--- config.mk ---
export PLATFORM = sky130hd
export DESIGN_NAME = run_controller
export DESIGN_NICKNAME = d
export VERILOG_FILES = /design/src/rtl/run_ctrl_pkg.sv /design/src/rtl/debouncer.sv /design/src/rtl/run_controller.sv
export SDC_FILE = /design/constraint.sdc
export NUM_CORES = 1
export LEC_CHECK = 0
export ABC_CLOCK_PERIOD_IN_PS = 3700
export BUFFER_PORTS_ARGS = -buffer_cell sky130_fd_sc_hd__buf_4
export CAP_MARGIN = 10
export CORE_ASPECT_RATIO = 0.6
export CORE_MARGIN = 1.5
export CORE_UTILIZATION = 35
export DETAILED_ROUTE_END_ITERATION = 8
export SYNTH_ARGS = -nofsm -noshare
export SYNTH_HDL_FRONTEND = slang
export SYNTH_SLANG_ARGS = --single-unit
--- constraint.sdc ---
create_clock -name clock -period 3.7 [get_ports clock]
set_input_delay 0.555 -clock clock [delete_from_list [all_inputs] [get_ports clock]]
set_output_delay 0.555 -clock clock [all_outputs]
set_load 0.01 [all_outputs]
--- src/rtl/run_ctrl_pkg.sv ---
// run_controller shared definitions.
// State encodings and counter width.
package run_ctrl_pkg;

  typedef enum logic [1:0] {
    IDLE = 2'b00,
    STEP = 2'b01,
    RUN  = 2'b10,
    HALT = 2'b11
  } run_state_t;

  localparam int CYCLE_CNT_W = 16;

endpackage

--- src/rtl/debouncer.sv ---
// Push-button conditioner: two-flop sync, stability
// filter and one-cycle pulse on the filtered rising edge.
module debouncer
  import run_ctrl_pkg::*;
#(
  parameter int DEBOUNCE_CYCLES = 16
) (
  input  logic clock,
  input  logic reset,
  input  logic raw,
  output logic level,
  output logic rise
);

  localparam logic [15:0] CNT_MAX = 16'(DEBOUNCE_CYCLES - 1);

  logic        sync_a;
  logic        sync_b;
  logic        level_q;
  logic [15:0] cnt;

  // Bring the raw button into the clock domain.
  always_ff @(posedge clock or posedge reset) begin
    if (reset) begin
      sync_a <= 1'b0;
      sync_b <= 1'b0;
    end else begin
      sync_a <= raw;
      sync_b <= sync_a;
    end
  end

  // Accept a new level only after it has been stable long enough.
  always_ff @(posedge clock or posedge reset) begin
    if (reset) begin
      cnt   <= '0;
      level <= 1'b0;
    end else if (sync_b == level) begin
      cnt <= '0;
    end else if (cnt == CNT_MAX) begin
      cnt   <= '0;
      level <= ~level;
    end else begin
      cnt <= cnt + 16'd1;
    end
  end

  // Registered 0->1 detect of the filtered level.
  always_ff @(posedge clock or posedge reset) begin
    if (reset) begin
      level_q <= 1'b0;
      rise    <= 1'b0;
    end else begin
      level_q <= level;
      rise    <= level & ~level_q;
    end
  end

endmodule

--- src/rtl/run_controller.sv ---
// Processor execution control: single-step, divided
// free-run, PC breakpoint, external halt, cycle counter.
module run_controller
  import run_ctrl_pkg::*;
#(
  parameter int DEBOUNCE_CYCLES = 16,
  parameter int RUN_DIV         = 4
) (
  input  logic                   clock,
  input  logic                   reset,
  input  logic                   step_btn,
  input  logic                   run_sw,
  input  logic                   halt_req,
  input  logic [7:0]             pc,
  input  logic [7:0]             bp_addr,
  input  logic                   bp_en,
  output logic                   cpu_en,
  output logic [1:0]             state,
  output logic                   halted,
  output logic [CYCLE_CNT_W-1:0] cycle_count
);

  localparam logic [7:0] DIV_MAX = 8'(RUN_DIV - 1);

  run_state_t cur;
  run_state_t nxt;

  logic       run_a;
  logic       run_s;
  logic       step_req;
  logic       btn_level_unused;
  logic [7:0] div;
  logic       slot;
  logic       bp_hit;
  logic       bp_skip;

  debouncer #(
    .DEBOUNCE_CYCLES(DEBOUNCE_CYCLES)
  ) u_btn (
    .clock(clock),
    .reset(reset),
    .raw  (step_btn),
    .level(btn_level_unused),
    .rise (step_req)
  );

  assign state  = cur;
  assign slot   = (div == DIV_MAX);
  assign bp_hit = bp_en && (pc == bp_addr) && !bp_skip;

  // Double-synchronize the run switch.
  always_ff @(posedge clock or posedge reset) begin
    if (reset) begin
      run_a <= 1'b0;
      run_s <= 1'b0;
    end else begin
      run_a <= run_sw;
      run_s <= run_a;
    end
  end

  // State register.
  always_ff @(posedge clock or posedge reset) begin
    if (reset) cur <= IDLE;
    else       cur <= nxt;
  end

  // Next state; an external halt overrides everything.
  always_comb begin
    nxt = cur;
    if (cur != HALT && halt_req) begin
      nxt = HALT;
    end else begin
      unique case (cur)
        IDLE: begin
          if (run_s)         nxt = RUN;
          else if (step_req) nxt = STEP;
        end
        STEP: nxt = IDLE;
        RUN: begin
          if (!run_s)             nxt = IDLE;
          else if (slot && bp_hit) nxt = HALT;
        end
        HALT: begin
          if (step_req && !run_s) nxt = IDLE;
        end
      endcase
    end
  end

  // Advance pulse and halt indicator.
  always_comb begin
    cpu_en = 1'b0;
    halted = 1'b0;
    unique case (cur)
      IDLE: ;
      STEP: cpu_en = !halt_req;
      RUN:  cpu_en = !halt_req && run_s && slot && !bp_hit;
      HALT: halted = 1'b1;
    endcase
  end

  // Rate divider, restarts on every RUN entry.
  always_ff @(posedge clock or posedge reset) begin
    if (reset)                         div <= '0;
    else if (cur == RUN && nxt == RUN) div <= slot ? 8'd0 : div + 8'd1;
    else                               div <= '0;
  end

  // Lets the breakpointed instruction execute once on resume.
  always_ff @(posedge clock or posedge reset) begin
    if (reset)                          bp_skip <= 1'b0;
    else if (cur == HALT && nxt == IDLE) bp_skip <= 1'b1;
    else if (cur == RUN && cpu_en)       bp_skip <= 1'b0;
  end

  // Saturating count of advance pulses.
  always_ff @(posedge clock or posedge reset) begin
    if (reset)
      cycle_count <= '0;
    else if (cpu_en && cycle_count != '1)
      cycle_count <= cycle_count + 1'b1;
  end

endmodule

# --- After elaboration in Yosys (flattened, before gate mapping) ---
# Index checks and enable logic that the tools add are counted.
word_totals:
  ff_bits: 50
  inputBits: 22
  output_inout_bits: 20
  wordCells: 64
op_classes:
  add_sub_neg: 3
  eq_ne: 10
  mux: 15
  bitwise_logic: 4
  n_reduce_logical: 20
op_table:
  columns: ["cell", "n"]
  rows:
  - ["$add 16x1->16 const B", 2]
  - ["$mux 16", 2]
  - ["$eq 16x4->1 const B", 1]
  - ["$mux 8", 2]
  - ["$ne 16x16->1 const B", 1]
  - ["$logic_and 1x1->1", 12]
  - ["$mux 2", 6]
  - ["$add 8x1->8 const B", 1]
  - ["$eq 8x2->1 const B", 1]
  - ["$eq 8x8->1", 1]
  - ["$pmux 2 s4", 1]
  - ["$eq 2x2->1 const B", 3]
  - ["$logic_not 1->1", 4]
  - ["$logic_not 2->1", 2]
  - ["$mux 1", 3]
  - ["$not 1->1", 3]
  - ["$eq 2x1->1 const B", 1]
  - ["$ne 2x2->1 const B", 1]
  - ["$pmux 1 s2", 1]
  - ["$reduce_and 2->1", 1]
  - ["$reduce_bool 2->1", 1]
  - ["$and 1x1->1", 1]
  - ["$eq 1x1->1", 1]

# --- Longest topological paths before layout ---
depth:
  word_depth: 11
  depth_mapped: 7
  depth_no_buf: 7

# --- Hierarchy ---
# From an unflattened synthesis, not the netlist that was laid out.
hier_totals:
  cells_unflattened: 252
  area_unflattened_um2: 2695.1
modules_own_cells:
  columns: ["module", "n_inst", "cells_each", "area_per_inst_um2", "seq_area_each_um2"]
  rows:
  - ["run_controller", 1, 165, 1712.9, 725.7]
  - ["debouncer", 1, 87, 982.2, 525.5]

# --- Least setup slack after synthesis ---
# No wires, ideal clock.
synth_timing:
  kind: "input-to-output"
  start: "input port bp_addr[5]"
  end: "output port cpu_en"
  arrival_time_ns: 1.608
  required_ns: 3.145
  setup_slack_ns: 1.537
  stages: 5
  path_buffers: 1
  path_cell_list: "xnor2_1 nand4_1 nor4_4 buf_2 nor2_1"
synth_between:
  elab_chain_len: 6
synth_rtl:
  columns: ["element", "line", "rtl"]
  rows:
  - ["start, declared", "run_controller.sv:15", "input logic [7:0] bp_addr,"]
  - ["$eq 8x8->1", "run_controller.sv:49", "assign bp_hit = bp_en && (pc == bp_addr) && !bp_skip;"]
  - ["$logic_and 1x1->1 (2 in series)", "run_controller.sv:49", null]
  - ["$logic_not 1->1", "run_controller.sv:98", "RUN: cpu_en = !halt_req && run_s && slot && !bp_hit;"]
  - ["$logic_and 1x1->1", "run_controller.sv:98", null]
  - ["$pmux 1 s2", "run_controller.sv:95", "unique case (cur)"]
  - ["end, declared", "run_controller.sv:17", "output logic cpu_en,"]
# Every way passes these cells.

# --- Worst setup path after layout ---
layout_timing:
  start: "register cur[0] (netlist: state[0])"
  end: "output port cpu_en"
layout_between:
  elab_chain_len: 2
  word_cells_on_any_way: 3
  classes_between: "eq/ne (2); mux (1)"
layout_rtl:
  columns: ["element", "line", "rtl"]
  rows:
  - ["start, declared", "run_controller.sv:25", "run_state_t cur;"]
  - ["start signal, assigned", "run_controller.sv:65", "else cur <= nxt;"]
  - ["$eq 2x2->1 / $eq 2x1->1 (equally long branches)", "run_controller.sv:95", null]
  - ["$pmux 1 s2 (*)", "run_controller.sv:95", null]
# Every way passes the cells marked *; elsewhere a longest branch is shown, timed or not.

==> run metrics <==
worst reg2reg setup slack=1.53 ns; area overhead of the layout relative to synthesis=24.1%; post-route fraction of the period consumed by the critical path=67.3%; hold_sp=u_btn.sync_a; clock transition time at the flip-flop clock pins of the worst setup and hold paths=0.06 ns; number of input and output port buffers inserted=41; Initial DRT Pass Iterations=4; crit path cell chain=inv_1 > ha_1 > and4b_1 > a31oi_1 > buf_4 > nor2_1 > buf_4; total number of placement rows=24; number of antenna repair diodes=0; standby leakage power=1.47 nW; die extent in y=around 70 um; nature of the critical path startpoint=flop; area enclosed by the die boundary=between 7000 and 8000 um^2; Tightest Pin Transition=1.00 ns; layout cells sized above 1=22.6%; maximum fanout encountered on the critical timing path=12; H-tree depth=2; clk sinks=50; cell at the slowest stage of the critical path=sky130_fd_sc_hd__dfrtp_1; end of the worst register-to-register path=div[3]; mean instance size in the synthesized netlist=10.6 um^2; Power Dens Cells=489 nW/um^2; Yosys warning count=0; DRC violations left=0; final-report setup violation count=0; area of placed instances=between 3000 and 4000 um^2; total routing usage reported by global routing=13.9%; total I/O pin count=42; number of instances resized during post-cts repair=0; max-capacitance violation count=0; TritonCTS clock tree=done; first element of the critical path=state[0]; Unique masters post-synth=44; number of standard cells in the final layout excluding fillers=396; count of hold-fix buffers inserted at cts=0; first-pass GRT wire length=8720 um; longest individual stage delay on the worst path=0.44 ns; Routed WL=5050 um; cell area after synthesis=about 2600 um^2; post-layout minimum cycle time=2.49 ns; Seq/Total Area, Yosys=between 40 and 50%; Routed wire per std cell=12.7 um; worst-skew pair later-pin latency=0.29 ns; critical path data arrival time=1.93 ns; smallest hold slack=0.354 ns; count of placed standard cells including taps=388; pin count of the biggest net entering global routing=51; critical path required time=3.14 ns; clock buffers created by TritonCTS=5; half-perimeter wire length after detailed placement=3710 um; number of DRC violations after detailed-routing iteration 0=88; Post-CTS Setup Bufs=0; setup TNS=0 ns; Critical Path Sink Type=primary output; Worst Hold Depth=0; number of instances in the synthesized netlist=245; number of vias per cell=4.77; antenna violations before repair=0; start of the worst register-to-register path=div[0]; post-route standard cell area excluding fillers=3230 um^2; Hold EP=u_btn.sync_b; library cell used as clock root buffer=sky130_fd_sc_hd__clkbuf_16; result of the run=completed; Initial Util=36.0%; top flip-flop cell by instance count after synthesis=sky130_fd_sc_hd__dfrtp_1; Slew Limit Fails=0; final net count=320; setup repair after global routing missed its margin=false; most repeated library cell on the critical path=sky130_fd_sc_hd__buf_4; maximum vdd ir drop=between 0.00015 and 0.0002 V; total number of vias=1,890; gp weighted congestion=0.866; Hold Crit Class=flop to flop; async set-or-reset flop fraction in the synthesized netlist=100%; worst max-slew margin expressed relative to the limit=between 30% and 40%; via count of the first global-routing pass=1,852; area of the placeable core=7240 um^2; die boundary width=114 um; net count after synthesis=approximately 270; worst setup path category=flop to primary output; fmax=402 MHz; Routed Antenna Nets=0; EDFF count, synth=0; path depth of the worst reg2reg path=6; final global-route overflow total=0; final hold vios=0; maximum clock insertion buffer count=2; worst clock skew=0.00265 ns; number of synthesized register bits=50
## registers in the layout, summed over array words and instances (netlist names), 2 cells and up
register,count
div,8
state,2
cycle_count,16
u_btn.cnt,16
## how the worst max path moves through the flow
| stage | slack [ns] | to |
|---|---|---|
| 6_report | 1.21 | cpu_en |
| 5_1_grt | 1.11 | cpu_en |
| 4_1_cts | 1.20 | cpu_en |
| 3_5_place_dp | 1.39 | cpu_en |
| 3_3_place_gp | 1.39 | cpu_en |
| 2_1_floorplan | 1.54 | cpu_en |
## where the power goes
part | switching (mW) | internal (mW)
combinational | 0.185 | 0.154
clock | 0.197 | 0.406
sequential | 0.0516 | 0.589
total | 0.433 | 1.15
## cell usage in the layout, fill, tap and decap left out, types with 2 or more instances in the layout
| cell type | instances |
|---|---|
| sky130_fd_sc_hd__a21oi_1 | 3 |
| sky130_fd_sc_hd__nand3_1 | 13 |
| sky130_fd_sc_hd__nor3_1 | 3 |
| sky130_fd_sc_hd__nor2_1 | 24 |
| sky130_fd_sc_hd__bufinv_16 | 2 |
| sky130_fd_sc_hd__or2_2 | 2 |
| sky130_fd_sc_hd__and3_1 | 5 |
| sky130_fd_sc_hd__inv_1 | 6 |
| sky130_fd_sc_hd__o21ai_0 | 7 |
| sky130_fd_sc_hd__nor2b_1 | 3 |
| sky130_fd_sc_hd__xor2_1 | 22 |
| sky130_fd_sc_hd__nand2_1 | 13 |
| sky130_fd_sc_hd__nor4_1 | 10 |
| sky130_fd_sc_hd__or3_1 | 3 |
| sky130_fd_sc_hd__and2_1 | 2 |
| sky130_fd_sc_hd__nand4b_1 | 2 |
| sky130_fd_sc_hd__nand2b_1 | 6 |
| sky130_fd_sc_hd__dfrtp_1 | 50 |
| sky130_fd_sc_hd__nor4_4 | 2 |
| sky130_fd_sc_hd__o211ai_1 | 2 |
| sky130_fd_sc_hd__xnor2_1 | 19 |
| sky130_fd_sc_hd__and4_1 | 3 |
| sky130_fd_sc_hd__nand4_1 | 13 |
| sky130_fd_sc_hd__nor3b_2 | 3 |
| sky130_fd_sc_hd__clkbuf_16 | 5 |
| sky130_fd_sc_hd__buf_4 | 43 |
| sky130_fd_sc_hd__ha_1 | 7 |
## synthesized netlist by cell type, types with 2 or more instances
master,instances,area share [%]
sky130_fd_sc_hd__nor3_1,3,0.58
sky130_fd_sc_hd__o211ai_1,2,0.58
sky130_fd_sc_hd__ha_1,7,3.4
sky130_fd_sc_hd__nor4_1,10,2.4
sky130_fd_sc_hd__inv_1,7,1.0
sky130_fd_sc_hd__nor4_4,2,1.6
sky130_fd_sc_hd__and2_1,2,0.48
sky130_fd_sc_hd__nand2b_1,6,1.4
sky130_fd_sc_hd__nor3b_2,3,1.4
sky130_fd_sc_hd__nor2b_1,3,0.72
sky130_fd_sc_hd__or2_2,2,0.48
sky130_fd_sc_hd__nand3_1,13,2.5
sky130_fd_sc_hd__xnor2_1,19,6.4
sky130_fd_sc_hd__xor2_1,22,7.4
sky130_fd_sc_hd__dfrtp_1,50,48
sky130_fd_sc_hd__a21oi_1,3,0.58
sky130_fd_sc_hd__clkbuf_1,2,0.29
sky130_fd_sc_hd__o21ai_0,7,1.3
sky130_fd_sc_hd__nand4b_1,2,0.67
sky130_fd_sc_hd__nor2_1,24,3.5
sky130_fd_sc_hd__nand4_1,13,3.1
sky130_fd_sc_hd__nand2_1,13,1.9
sky130_fd_sc_hd__and4_1,3,1.0
sky130_fd_sc_hd__and3_1,5,1.2
sky130_fd_sc_hd__or3_1,3,0.72
## cell families after synthesis
| group | after synthesis | share of synthesized area [%] |
|---|---|---|
| xor gates and xnor gates | 42 | 14.4 |
| adders and majority gates | 7 | 3.36 |
| muxes | 2 | 0.865 |
| and+or+nand+nor | 116 | 27.4 |
| buffers and inverters | 11 | 1.92 |
| DFF | 50 | 48.1 |
| AOI/OAI and AO/OA | 17 | 3.99 |
## worst max-delay path, delay by kind of cell, from the launching register on
family	cells	cell delay (ns)
and+or+nand+nor	2	0.26
AOI/OAI and AO/OA	1	0.16
buffers and inverters	3	0.47
DFF	1	0.44
adders and majority gates	1	0.32
## routing by layer
metal	GRT usage, %	up-vias	share of wire, %
met4	5.83	0	1.7
li1	-	960	-
met1	20.1	894	53
met5	0	-	0
met2	19.5	28	42
met3	3.67	8	3.3
## metrics by stage
step / util (%) / power [mW] / worst slack, ns
after global routing: 44.7 / 1.67 / 1.11
after detailed placement: 41.9 / 0.991 / 1.39
after CTS: 44.7 / 1.60 / 1.20
after floorplan: - / 0.855 / 1.54
after global placement: 41.9 / 0.990 / 1.39
final: 44.7 / 1.58 / 1.21
## layout make-up
cell class / instances / area [um^2]
inverters: 7 / 26.3
fillers: 675 / 4010
flip-flops and latches: 50 / 1250
clock inverters: 2 / 60.1
repair buffers: 43 / 323
well taps: 104 / 130
clock buffers: 6 / 139
multi-input cells: 184 / 1300
(Power assumes the default switching activity.)
